<file path="config.mk">
export PLATFORM = sky130hd
export DESIGN_NAME = vdp_vram_arb
export DESIGN_NICKNAME = d
export VERILOG_FILES = /design/src/rtl/vdp_pkg.sv /design/src/rtl/vdp_vram_arb.sv
export SDC_FILE = /design/constraint.sdc
export NUM_CORES = 1
export LEC_CHECK = 0
export BUFFER_PORTS_ARGS = -buffer_cell sky130_fd_sc_hd__buf_2
export CAP_MARGIN = 20
export CELL_PAD_IN_SITES_DETAIL_PLACEMENT = 2
export CELL_PAD_IN_SITES_GLOBAL_PLACEMENT = 2
export CORE_ASPECT_RATIO = 0.8
export CORE_MARGIN = 2
export CORE_UTILIZATION = 27
export DETAILED_ROUTE_END_ITERATION = 8
export GPL_TIMING_DRIVEN = 0
export PLACE_DENSITY_LB_ADDON = 0.1
export SYNTH_ARGS = -nofsm -noshare
export SYNTH_HDL_FRONTEND = slang
export SYNTH_SLANG_ARGS = --single-unit
</file>
<file path="constraint.sdc">
create_clock -name clk -period 3.75 [get_ports clk]
set_clock_uncertainty 0.1 [all_clocks]
set_input_delay 0.1875 -clock clk [delete_from_list [all_inputs] [get_ports clk]]
set_output_delay 0.1875 -clock clk [all_outputs]
set_load 0.1 [all_outputs]
</file>
<file path="src/rtl/vdp_pkg.sv">
// Shared types and slot map for the VDP VRAM arbiter.
package vdp_pkg;

  typedef enum logic [1:0] {
    IDLE  = 2'd0,
    ISSUE = 2'd1,
    WAIT  = 2'd2,
    ACK   = 2'd3
  } cpu_state_e;

  localparam logic [2:0] SLOT_NAME = 3'd0;
  localparam logic [2:0] SLOT_PAT  = 3'd4;

  // Decision -> address on VRAM -> read data back: two cycles.
  localparam int unsigned DISP_LAT = 2;
  localparam logic [2:0] SLOT_NAME_VLD = SLOT_NAME + 3'(DISP_LAT);
  localparam logic [2:0] SLOT_PAT_VLD  = SLOT_PAT + 3'(DISP_LAT);

endpackage

</file>
<file path="src/rtl/vdp_vram_arb.sv">
// Time-slot VRAM arbiter: display owns slots 0/4 of each 8-pixel cell in the active window, CPU takes the rest.
// CPU ack arrives 3 cycles after req (4 if the request lands on a display slot); one transaction per 4 cycles.
module vdp_vram_arb
  import vdp_pkg::*;
#(
  parameter int AW      = 14,
  parameter int DW      = 8,
  parameter int HVID    = 640,
  parameter int VVID    = 480,
  parameter int HC_BITS = 10,
  parameter int VC_BITS = 10
) (
  input  logic               clk,
  input  logic               reset,
  input  logic [HC_BITS-1:0] col,
  input  logic [VC_BITS-1:0] row,
  input  logic               disp_en,
  input  logic [AW-1:0]      disp_name_addr,
  input  logic [AW-1:0]      disp_pat_addr,
  output logic               disp_name_vld,
  output logic               disp_pat_vld,
  input  logic               cpu_req,
  input  logic               cpu_we,
  input  logic [AW-1:0]      cpu_addr,
  input  logic [DW-1:0]      cpu_wdata,
  output logic               cpu_ack,
  output logic [DW-1:0]      cpu_rdata,
  output logic [AW-1:0]      mem_addr,
  output logic               mem_we,
  output logic [DW-1:0]      mem_wdata,
  input  logic [DW-1:0]      mem_rdata
);

  cpu_state_e    state_q, state_d;
  logic [AW-1:0] mem_addr_q, mem_addr_d;
  logic          mem_we_q, mem_we_d;
  logic [DW-1:0] mem_wdata_q, mem_wdata_d;
  logic          op_we_q, op_we_d;
  logic          cpu_ack_q, cpu_ack_d;
  logic [DW-1:0] cpu_rdata_q, cpu_rdata_d;
  logic          name_tag_q, pat_tag_q;
  logic          name_vld_q, pat_vld_q;

  logic [2:0] slot;
  logic       disp_win;
  logic       name_slot;
  logic       pat_slot;

  assign slot      = col[2:0];
  assign disp_win  = disp_en && (row < VC_BITS'(VVID)) && (col < HC_BITS'(HVID));
  assign name_slot = disp_win && (slot == SLOT_NAME);
  assign pat_slot  = disp_win && (slot == SLOT_PAT);

  always_comb begin
    state_d     = state_q;
    mem_addr_d  = mem_addr_q;
    mem_we_d    = 1'b0;
    mem_wdata_d = mem_wdata_q;
    op_we_d     = op_we_q;
    cpu_ack_d   = 1'b0;
    cpu_rdata_d = cpu_rdata_q;

    // Display may retarget the bus while a CPU access is in WAIT/ISSUE: the
    // CPU address has already been seen by the VRAM by then.
    if (name_slot) begin
      mem_addr_d = disp_name_addr;
    end else if (pat_slot) begin
      mem_addr_d = disp_pat_addr;
    end

    unique case (state_q)
      IDLE: begin
        if (cpu_req && !(name_slot || pat_slot)) begin
          mem_addr_d  = cpu_addr;
          mem_we_d    = cpu_we;
          mem_wdata_d = cpu_wdata;
          op_we_d     = cpu_we;
          state_d     = ISSUE;
        end
      end
      ISSUE: begin
        state_d = WAIT;
      end
      WAIT: begin
        if (!op_we_q) begin
          cpu_rdata_d = mem_rdata;
        end
        cpu_ack_d = 1'b1;
        state_d   = ACK;
      end
      ACK: begin
        state_d = IDLE;
      end
      default: begin
        state_d = IDLE;
      end
    endcase
  end

  always_ff @(posedge clk or negedge reset) begin
    if (!reset) begin
      state_q     <= IDLE;
      mem_addr_q  <= '0;
      mem_we_q    <= 1'b0;
      mem_wdata_q <= '0;
      op_we_q     <= 1'b0;
      cpu_ack_q   <= 1'b0;
      cpu_rdata_q <= '0;
      name_tag_q  <= 1'b0;
      pat_tag_q   <= 1'b0;
      name_vld_q  <= 1'b0;
      pat_vld_q   <= 1'b0;
    end else begin
      state_q     <= state_d;
      mem_addr_q  <= mem_addr_d;
      mem_we_q    <= mem_we_d;
      mem_wdata_q <= mem_wdata_d;
      op_we_q     <= op_we_d;
      cpu_ack_q   <= cpu_ack_d;
      cpu_rdata_q <= cpu_rdata_d;
      name_tag_q  <= name_slot;
      pat_tag_q   <= pat_slot;
      name_vld_q  <= name_tag_q;
      pat_vld_q   <= pat_tag_q;
    end
  end

  assign mem_addr      = mem_addr_q;
  assign mem_we        = mem_we_q;
  assign mem_wdata     = mem_wdata_q;
  assign cpu_ack       = cpu_ack_q;
  assign cpu_rdata     = cpu_rdata_q;
  assign disp_name_vld = name_vld_q;
  assign disp_pat_vld  = pat_vld_q;

endmodule

</file>
==> results.sh <==
export IMPL_status="finished, final reports clean"
export IMPL_grt_max_degree=40
export IMPL_cp_start_kind="flip-flop"
export IMPL_path_delay_family="flip-flops"
export IMPL_mostFrequentLayoutCells="buf_2, mux2i_1, dfrtp_1, mux2_2, clkbuf_8"
export IMPL_period_needed_ps=1960
export IMPL_grt_ovfl_total=0
export IMPL_netlist_instances=126
export IMPL_numPortBuffers=106
export IMPL_fin_setup_tns_ps=0
export IMPL_cts_inserted_buffers=5
export IMPL_worst_pin_slew_ps=870
export IMPL_hold_viol=0
export IMPL_gp_congestion=0.669
export IMPL_numClockSinks=39
export IMPL_nets=325
export IMPL_final_common_cell="buf_2"
export IMPL_grt_use_total_pct=13.0
export IMPL_grt_pass1_vias=1576
export IMPL_slew_limit_headroom_pct=42.0
export IMPL_cp_arrival_ps=2030
export IMPL_maxCapViolCount=0
export IMPL_netlist_area_um2=1810
export IMPL_postPlaceCellArea_um2=2440
export IMPL_ys_flop_type="dfrtp_1"
export IMPL_n_antenna_cell=0
export IMPL_cp_max_fo=10
export IMPL_dieArea_um2=7380
export IMPL_fillers=713
export IMPL_required_ps=3820
export IMPL_clk_path_buf_depth=2
export IMPL_remaining_drc_errors=0
export IMPL_worstRegToRegCells=5
export IMPL_rsz0062_at_grt="no"
export IMPL_die_h_um=77.2
export IMPL_syn_nets=211
export IMPL_setup_viol=0
export IMPL_worstPathCellList="inv_1 -> ha_1 -> nand2_2 -> a31oi_4 -> mux2_2"
export IMPL_antenna_found_initial=0
export IMPL_die_w_um=95.5
export IMPL_cts_tree="yes"
export IMPL_fp_coreArea_um2=6440
export IMPL_synthArstFlopShare_pct=100
export IMPL_r2r_end="mem_wdata[2]"
export IMPL_clock_latency_ps=280
export IMPL_critPathSlowestCell="dfrtp_1"
export IMPL_yosysWarnings=0
export IMPL_syn_avg_cell_area_um2=14.4
export IMPL_area_growth_pct=40.4
export IMPL_hold_start="mem_rdata[3]"
export IMPL_drt_total_wl_um=4610
export IMPL_r2r_start="state_q[0]"
export IMPL_period_share_pct=52.2
export IMPL_crit_buf_inv=1
export IMPL_synth_edf_count=0
export IMPL_final_cell_area_um2=2540
export IMPL_worstSetupPathType="flip-flop to flip-flop"
export IMPL_critPathMaxStageDelay_ps=390
export IMPL_dr_total_vias=1431
export IMPL_fmax_mhz=511
export IMPL_std_cell_rows=26
export IMPL_cts_root_buffer="clkbuf_8"
export IMPL_ys_seq_elements=39
export IMPL_initial_utilization_pct=28.1
export IMPL_worstHoldEndpoint="cpu_rdata[3]"
export IMPL_ant_nets=0
export IMPL_dp_final_hpwl_um=3580
export IMPL_io_pins=117
export IMPL_synth_cell_type_count=24
export IMPL_grt_pass1_wl_um=7530
export IMPL_hold_path_depth=2
export IMPL_endpoint_kind="flip-flop"
export IMPL_slew_violations=0
export IMPL_h_tree_depth=2
export IMPL_path_clk_slew_ps=80
export IMPL_vias_per_cell=4.40
export IMPL_hp_class="primary input to flip-flop"
export IMPL_seq_area_frac_synth_pct=53.9
export IMPL_avgRoutedWirePerCell_um=14.2
export IMPL_dr_pass1_iters=3
export IMPL_drt_initial_drc_count=9
export IMPL_r2r_slack_ps=1790
export IMPL_drive_gt1_share_pct=56.8
## logic make-up after synthesis
kind of cell	synth area share (%)
mux	34.4
flops	53.9
simple gates	5.19
buf+inv	2.21
compound gates	2.90
fa+ha+maj	1.38
## cells in the mapped netlist, types with 2 or more instances
| master | number | area [um^2] |
|---|---|---|
| inv_1 | 3 | 11.3 |
| and2_1 | 2 | 12.5 |
| mux2i_1 | 43 | 430 |
| o21ai_0 | 2 | 10.0 |
| ha_1 | 2 | 25.0 |
| buf_2 | 2 | 10.0 |
| mux2_2 | 17 | 191 |
| dfrtp_1 | 39 | 976 |
## through the flow
step           std cells  setup slack [ps]  hold WS (ps)  util, %
6_report             325              1790          29.7     39.4
5_1_grt              325              1630          14.1     39.4
4_1_cts              325              1740          20.5     39.4
3_5_place_dp         316              1760           249     38.0
3_3_place_gp         316              1800           234     38.0
2_1_floorplan        126              2040          -208        -
## sequential cells by signal, indices dropped and copies added, names as in the netlist
name / count
mem_addr: 14
mem_we: 1
cpu_rdata: 8
op_we_q: 1
name_tag_q: 1
mem_wdata: 8
state_q: 2
pat_tag_q: 1
disp_pat_vld: 1
disp_name_vld: 1
cpu_ack: 1
## layer usage
layer  vias to the layer above  global-route usage (%)  part of all wire [%]
li1                        683                       -                     -
met4                         0                    3.00                  0.41
met1                       684                    17.4                    45
met2                        62                    20.3                    45
met3                         2                    4.52                   9.4
met5                         -                       0                     0
## worst reg2reg max path, cell delays in order (launching register included)
cell and delay [ps]:
dfrtp_1 390, inv_1 80, ha_1 280, nand2_2 210, a31oi_4 390, mux2_2 390
## worst max path at each step
stage / start / to / slack [ps] / cells past startpoint
after floorplan: state_q[1] / mem_wdata[0] / 2040 / 5
after global placement: state_q[1] / mem_wdata[1] / 1800 / 5
after detailed placement: state_q[0] / mem_wdata[2] / 1760 / 5
after CTS: state_q[0] / mem_wdata[2] / 1740 / 5
after global routing: state_q[1] / mem_wdata[2] / 1630 / 5
final: state_q[0] / mem_wdata[2] / 1790 / 5
## area by class of cell
| type | instances | area (um^2) | area share [%] |
|---|---|---|---|
| Inverter | 3 | 11.3 | 0.443 |
| Clock buffer | 6 | 72.6 | 2.86 |
| Sequential cell | 39 | 976 | 38.4 |
| Tap cell | 84 | 105 | 4.14 |
| Multi-Input combinational cell | 79 | 793 | 31.2 |
| Timing Repair Buffer | 107 | 541 | 21.3 |
| Buffer | 5 | 28.8 | 1.13 |
| Clock inverter | 2 | 12.5 | 0.493 |
## what timing repair did
| action | CTS | global route |
|---|---|---|
| hold buffers | 1 | 0 |
| endpoints found under the hold margin | 39 | 0 |
| gates resized for setup | 0 | 0 |
| setup buffers | 0 | 0 |
Power is not shown: default switching activity piles up to over one toggle a cycle in this logic, so the estimate is an artifact.
